[config.mk]
export PLATFORM = sky130hd
export DESIGN_NAME = bin2bcd_8d_flat
export DESIGN_NICKNAME = d
export VERILOG_FILES = /design/src/rtl/bin2bcd_pkg.sv /design/src/rtl/bin2bcd_if.sv /design/src/rtl/bcd_digit_adj.sv /design/src/rtl/bin2bcd_8d.sv /design/src/flat_wrapper.sv
export SDC_FILE = /design/constraint.sdc
export NUM_CORES = 1
export LEC_CHECK = 0
export ABC_CLOCK_PERIOD_IN_PS = 2900
export BUFFER_PORTS_ARGS = -buffer_cell sky130_fd_sc_hd__clkbuf_2
export CAP_MARGIN = 15
export CORE_ASPECT_RATIO = 1.1
export CORE_UTILIZATION = 30
export DETAILED_ROUTE_END_ITERATION = 8
export GPL_ROUTABILITY_DRIVEN = 0
export GPL_TIMING_DRIVEN = 0
export HOLD_SLACK_MARGIN = 0.12
export SETUP_SLACK_MARGIN = 0.2
export SYNTH_ARGS = -nofsm -noshare
export SYNTH_HDL_FRONTEND = slang
export SYNTH_SLANG_ARGS = --single-unit
export TNS_END_PERCENT = 1
[constraint.sdc]
create_clock -name clk -period 2.9 [get_ports clk]
set_input_delay 0.145 -clock clk [delete_from_list [all_inputs] [get_ports clk]]
set_output_delay 0.145 -clock clk [all_outputs]
set_load 0.02 [all_outputs]
[src/rtl/bin2bcd_pkg.sv]
// Shared types and constants for the binary-to-packed-BCD converter.
// Holds the FSM state type, the 8-digit saturation constants and the 10^N-1 helper.
package bin2bcd_pkg;

  typedef enum logic [1:0] {
    IDLE,
    SHIFT,
    DONE
  } state_t;

  localparam logic [26:0] MAX_VAL_8D = 27'd99_999_999;
  localparam logic [31:0] SAT_BCD_8D = 32'h9999_9999;

  // Largest value representable in 'digits' decimal digits; evaluated at elaboration
  function automatic logic [63:0] max_dec(input int digits);
    logic [63:0] v;
    v = 64'd1;
    for (int i = 0; i < digits; i++) begin
      v = v * 64'd10;
    end
    return v - 64'd1;
  endfunction

endpackage

[src/rtl/bin2bcd_if.sv]
// Request/result bundle between a requester and the bin2bcd converter.
// The converter takes the slave modport; the requester drives start/bin.
interface bin2bcd_if #(
  parameter int DIGITS = 8,
  parameter int BIN_W  = 27
);

  logic                  start;
  logic [BIN_W-1:0]      bin;
  logic [4*DIGITS-1:0]   bcd;
  logic                  busy;
  logic                  done;
  logic                  ovf;

  modport master (
    output start, bin,
    input  bcd, busy, done, ovf
  );

  modport slave (
    input  start, bin,
    output bcd, busy, done, ovf
  );

endinterface

[src/rtl/bcd_digit_adj.sv]
// Double-dabble digit correction: a BCD digit of 5 or more gets +3 before the shift.
// Pure 4-bit arithmetic; the algorithm guarantees the carry out is never needed.
module bcd_digit_adj (
  input  logic [3:0] digit_in,
  output logic [3:0] digit_out
);

  assign digit_out = (digit_in >= 4'd5) ? digit_in + 4'd3 : digit_in;

endmodule

[src/rtl/bin2bcd_8d.sv]
// Iterative shift-and-add-3 converter: one bit per clock, result held in a stable
// register between conversions so the display scanner can sample it at any time.
module bin2bcd_8d
  import bin2bcd_pkg::*;
#(
  parameter int DIGITS = 8,
  parameter int BIN_W  = 27
) (
  input  logic       clk,
  input  logic       rst,
  bin2bcd_if.slave   bus
);

  localparam int BCD_W  = 4 * DIGITS;
  localparam int WORK_W = BCD_W + BIN_W;
  localparam int CNT_W  = $clog2(BIN_W + 1);

  localparam logic [63:0]      MAX_VAL = max_dec(DIGITS);
  localparam logic [BCD_W-1:0] SAT_BCD = {DIGITS{4'h9}};

  state_t              state;
  state_t              state_nx;
  logic                load;
  logic                shift_en;
  logic                finish;
  logic                last_shift;

  logic [WORK_W-1:0]   work;
  logic [WORK_W-1:0]   work_adj;
  logic [CNT_W-1:0]    cnt;
  logic                ovf_pending;

  logic [BCD_W-1:0]    bcd_q;
  logic                busy_q;
  logic                done_q;
  logic                ovf_q;

  // The binary half passes through untouched; each BCD nibble gets its own adjuster
  assign work_adj[BIN_W-1:0] = work[BIN_W-1:0];

  for (genvar g = 0; g < DIGITS; g++) begin : g_adj
    bcd_digit_adj u_adj (
      .digit_in  (work[BIN_W + 4*g +: 4]),
      .digit_out (work_adj[BIN_W + 4*g +: 4])
    );
  end

  assign last_shift = (cnt == CNT_W'(BIN_W - 1));

  always_ff @(posedge clk or posedge rst) begin
    if (rst) begin
      state <= IDLE;
    end else begin
      state <= state_nx;
    end
  end

  always_comb begin
    state_nx = state;
    load     = 1'b0;
    shift_en = 1'b0;
    finish   = 1'b0;
    case (state)
      IDLE: begin
        if (bus.start) begin
          load     = 1'b1;
          state_nx = SHIFT;
        end
      end
      SHIFT: begin
        shift_en = 1'b1;
        if (last_shift) begin
          state_nx = DONE;
        end
      end
      DONE: begin
        finish   = 1'b1;
        state_nx = IDLE;
      end
      default: begin
        state_nx = IDLE;
      end
    endcase
  end

  // Out-of-range inputs are detected at capture and saturated only when publishing
  always_ff @(posedge clk or posedge rst) begin
    if (rst) begin
      work        <= '0;
      cnt         <= '0;
      ovf_pending <= 1'b0;
      bcd_q       <= '0;
      busy_q      <= 1'b0;
      done_q      <= 1'b0;
      ovf_q       <= 1'b0;
    end else begin
      done_q <= 1'b0;
      if (load) begin
        work        <= {{BCD_W{1'b0}}, bus.bin};
        cnt         <= '0;
        ovf_pending <= (64'(bus.bin) > MAX_VAL);
        busy_q      <= 1'b1;
      end
      if (shift_en) begin
        work <= work_adj << 1;
        cnt  <= cnt + CNT_W'(1);
      end
      if (finish) begin
        bcd_q  <= ovf_pending ? SAT_BCD : work[WORK_W-1 -: BCD_W];
        ovf_q  <= ovf_pending;
        done_q <= 1'b1;
        busy_q <= 1'b0;
      end
    end
  end

  assign bus.bcd  = bcd_q;
  assign bus.busy = busy_q;
  assign bus.done = done_q;
  assign bus.ovf  = ovf_q;

endmodule

[src/flat_wrapper.sv]
// flat-port wrapper written by rule: the top's interface ports become plain ports
module bin2bcd_8d_flat import bin2bcd_pkg::*;
#(
  parameter int DIGITS = 8,
  parameter int BIN_W  = 27
)
  (clk, rst, bus_start, bus_bin, bus_bcd, bus_busy, bus_done, bus_ovf);
  bin2bcd_if #(.DIGITS(DIGITS), .BIN_W(BIN_W)) bus_i ();
  input  logic clk;
  input  logic rst;
  input wire logic [$bits(bus_i.start)-1:0] bus_start;
  input wire logic [$bits(bus_i.bin)-1:0] bus_bin;
  output wire logic [$bits(bus_i.bcd)-1:0] bus_bcd;
  output wire logic [$bits(bus_i.busy)-1:0] bus_busy;
  output wire logic [$bits(bus_i.done)-1:0] bus_done;
  output wire logic [$bits(bus_i.ovf)-1:0] bus_ovf;
  assign bus_i.start = bus_start;
  assign bus_i.bin = bus_bin;
  assign bus_bcd = bus_i.bcd;
  assign bus_busy = bus_i.busy;
  assign bus_done = bus_i.done;
  assign bus_ovf = bus_i.ovf;
  bin2bcd_8d #(.DIGITS(DIGITS), .BIN_W(BIN_W)) u_core (.clk(clk), .rst(rst), .bus(bus_i));
endmodule
==> out/qor.yml <==
grt_usage: 0.156
die_h_um: 137
finalCritPeriodShare: 0.575
tritoncts: "built"
multi_input_comb_area_um2: 2210
cp-start-kind: "register"
io-pin-count: 65
violations: "DRC"
clk_latency_ns: 0.35
clock-root-buffer: "clkbuf_16"
cts_resized: 0
setup_violations: 0
max-slew-margin-rel: 0.534
coreArea_um2: 16300
synth_area_leader_cell: "dfrtp_1"
finish.utilization: 0.378
synth-edff-count: 0
powerDensity_nw_per_um2: 946
crit_fanout: 10
port_buffers: 64
hold_viol_final: 0
dpl.cell_count: 774
yosysMostFrequentCell: "dfrtp_1"
whs_ns: 0.133
htreeDepth: 3
postCtsSetupRepairBufs: 0
crit_path_max_incr_delay_ns: 0.45
tightest_slew_ns: 0.697
ys_seq_area_frac: 0.511
overflow: 0
holdPathStages: 3
postSynthCellCount: 504
synth_top_cells_by_area: "dfrtp_1 51%, o21ai_1 5.5%, ha_1 4.5%, a21oi_1 4.0%, a22oi_1 3.9%"
grt_pass1_wl_mm: 20.9
die_w_um: 125
dp_slack_ns: 1.24
start_util: 0.306
cts.path.max_buffers: 2
core.rowCount: 49
netlist_area_um2: 4990
final.setup.tns_ns: 0
synthArstFlopShare: 1.00
crit_slowest_cell: "dfrtp_1"
grt_max_degree: 43
drt_first_pass_iters: 6
nNetsFinal: 655
wl_per_cell_um: 15.4
synth.top_cell.area_share: 0.511
finalCriticalPeriod_ns: 1.67
ys.warnings.count: 0
grt_pass1_vias: 4060
drive_gt1_frac: 0.170
status: "finished with violations"
dieArea_um2: 17200
final_cells: 815
rsz0062_at_grt: "false"
cts.reportedPaths.clkPinSlew_ns: 0.07
finClkSkew_ns: 0.0107
min_to: "u_core.work[20]"
hp-start: "bus_bin[20]"
drcViolationCount: 16
regArea_um2: 2550
reg2reg_from: "u_core.state[1]"
area_delta_synth_final_pct: 23.6
critical_path_class: "reg -> reg"
worstPathArrival_ns: 1.91
synth.distinct_cells: 42
path_cells: "buf_2 > nor2_2 > buf_4 > o31ai_1 > a32o_1"
synth.net_count: 552
drt-total-wl_mm: 12.5
antenna_found_initial: 0
drv_slew: 0
antenna_cells: 0
cp-end-kind: "register"
vias: 4178
cts_buffers: 9
synth_ff_type: "dfrtp_1"
drtAntennaViolNets: 0
syn_area_per_cell_um2: 9.91
viasPerCell: 5.13
cts.sinks: 102
synth-seq-cells: 102
worstRegToRegCells: 5
r2r-end: "u_core.work[38]"
fmax_mhz: 600
synthTopCellsByCount: "102 x dfrtp_1, 55 x o21ai_1, 41 x nand2_1"
max_cap_violations: 0
vdd_drop_max_mv: 0.452
fin_ws_ns: 1.23
leakage_nw: 2.80
required_ns: 3.15
dp_hpwl_mm: 8.78
rrSetupSlack_ns: 1.23
drtIter0Drc: 260
hold_path.class: "in -> reg"
n_fill_cell: 1654
cells by family after synthesis:
family          Yosys count  synth area share
mux                       9            0.0185
simple gates            131             0.139
buf+inv                  53            0.0468
fa+ha+maj                18            0.0451
compound gates          182             0.223
xor+xnor                  9            0.0158
flops                   102             0.511
where the power goes:
group / internal (mW) / switching, mW / total [mW]
Sequential: 1.87 / 0.389 / 2.26
Clock: 0.693 / 0.540 / 1.23
Combinational: 1.05 / 1.30 / 2.35
Total: 3.62 / 2.23 / 5.84
how the worst max path moves through the flow:
stage	end	from	slack, ns
4_1_cts	u_core.work[38]	u_core.state[1]	1.23
2_1_floorplan	u_core.work[37]	u_core.work[35]	1.40
5_1_grt	u_core.work[37]	u_core.work[36]	1.14
3_5_place_dp	u_core.work[42]	u_core.state[1]	1.24
6_report	u_core.work[38]	u_core.state[1]	1.23
3_3_place_gp	u_core.bus.bcd[2]	rst	0.79
sequential cells by signal (all words and copies together) (netlist names):
name / cells
u_core.bus.bcd: 32
u_core.ovf_pending: 1
u_core.bus.ovf: 1
u_core.cnt: 5
u_core.work: 59
u_core.state: 2
u_core.bus.done: 1
u_core.bus.busy: 1
what timing repair did:
action,in CTS,in global routing
hold buffers,26,0
setup endpoints to repair,0,0
endpoints found under the hold margin,53,0
critical path: cells and delay by family (launching register included):
family,cells,cell delay [ns]
buffers and inverters,2,0.49
AOI/OAI and AO/OA,2,0.30
and+or+nand+nor,1,0.31
DFF,1,0.45
per-layer routing:
| layer | up-vias | track usage | share of wire |
|---|---|---|---|
| li1 | 2012 | - | - |
| met1 | 2054 | 0.201 | 0.47 |
| met2 | 101 | 0.258 | 0.47 |
| met3 | 11 | 0.0450 | 0.051 |
| met4 | 0 | 0.0413 | 0.012 |
| met5 | - | 0 | 0 |
final cells by class:
| type | count | share of cell area |
|---|---|---|
| plain buffers | 34 | 0.0264 |
| clock buffers | 11 | 0.0393 |
| clock inverters | 4 | 0.00892 |
| inverters | 19 | 0.0122 |
| multi-input cells | 349 | 0.358 |
| flip-flops and latches | 102 | 0.414 |
| well taps | 204 | 0.0414 |
| repair buffers | 92 | 0.101 |
layout by cell type (no fill, tap or decap), drive strengths merged, types with 2 or more instances in the layout:
| cell | instances |
|---|---|
| dfrtp | 102 |
| clkbuf | 87 |
| o21ai | 66 |
| nand2 | 41 |
| a21oi | 40 |
| a22oi | 26 |
| dlygate4sd3 | 26 |
| nor2b | 25 |
| buf | 24 |
| nor2 | 20 |
| nand2b | 19 |
| inv | 19 |
| ha | 18 |
| o31ai | 17 |
| o22ai | 14 |
| a22o | 8 |
| xnor2 | 8 |
| a32o | 8 |
| mux2i | 7 |
| nor3b | 7 |
| nand4 | 4 |
| nand3 | 4 |
| and2b | 3 |
| clkinvlp | 2 |
| mux2 | 2 |
stage by stage:
step / power [mW] / area (um2)
2_1_floorplan: 3.98 / 5000
3_3_place_gp: 4.49 / 5570
5_1_grt: 6.29 / 6170
3_5_place_dp: 4.60 / 5610
6_report: 5.84 / 6170
4_1_cts: 5.89 / 6170
No activity file was read; power rests on OpenSTA's default activity.
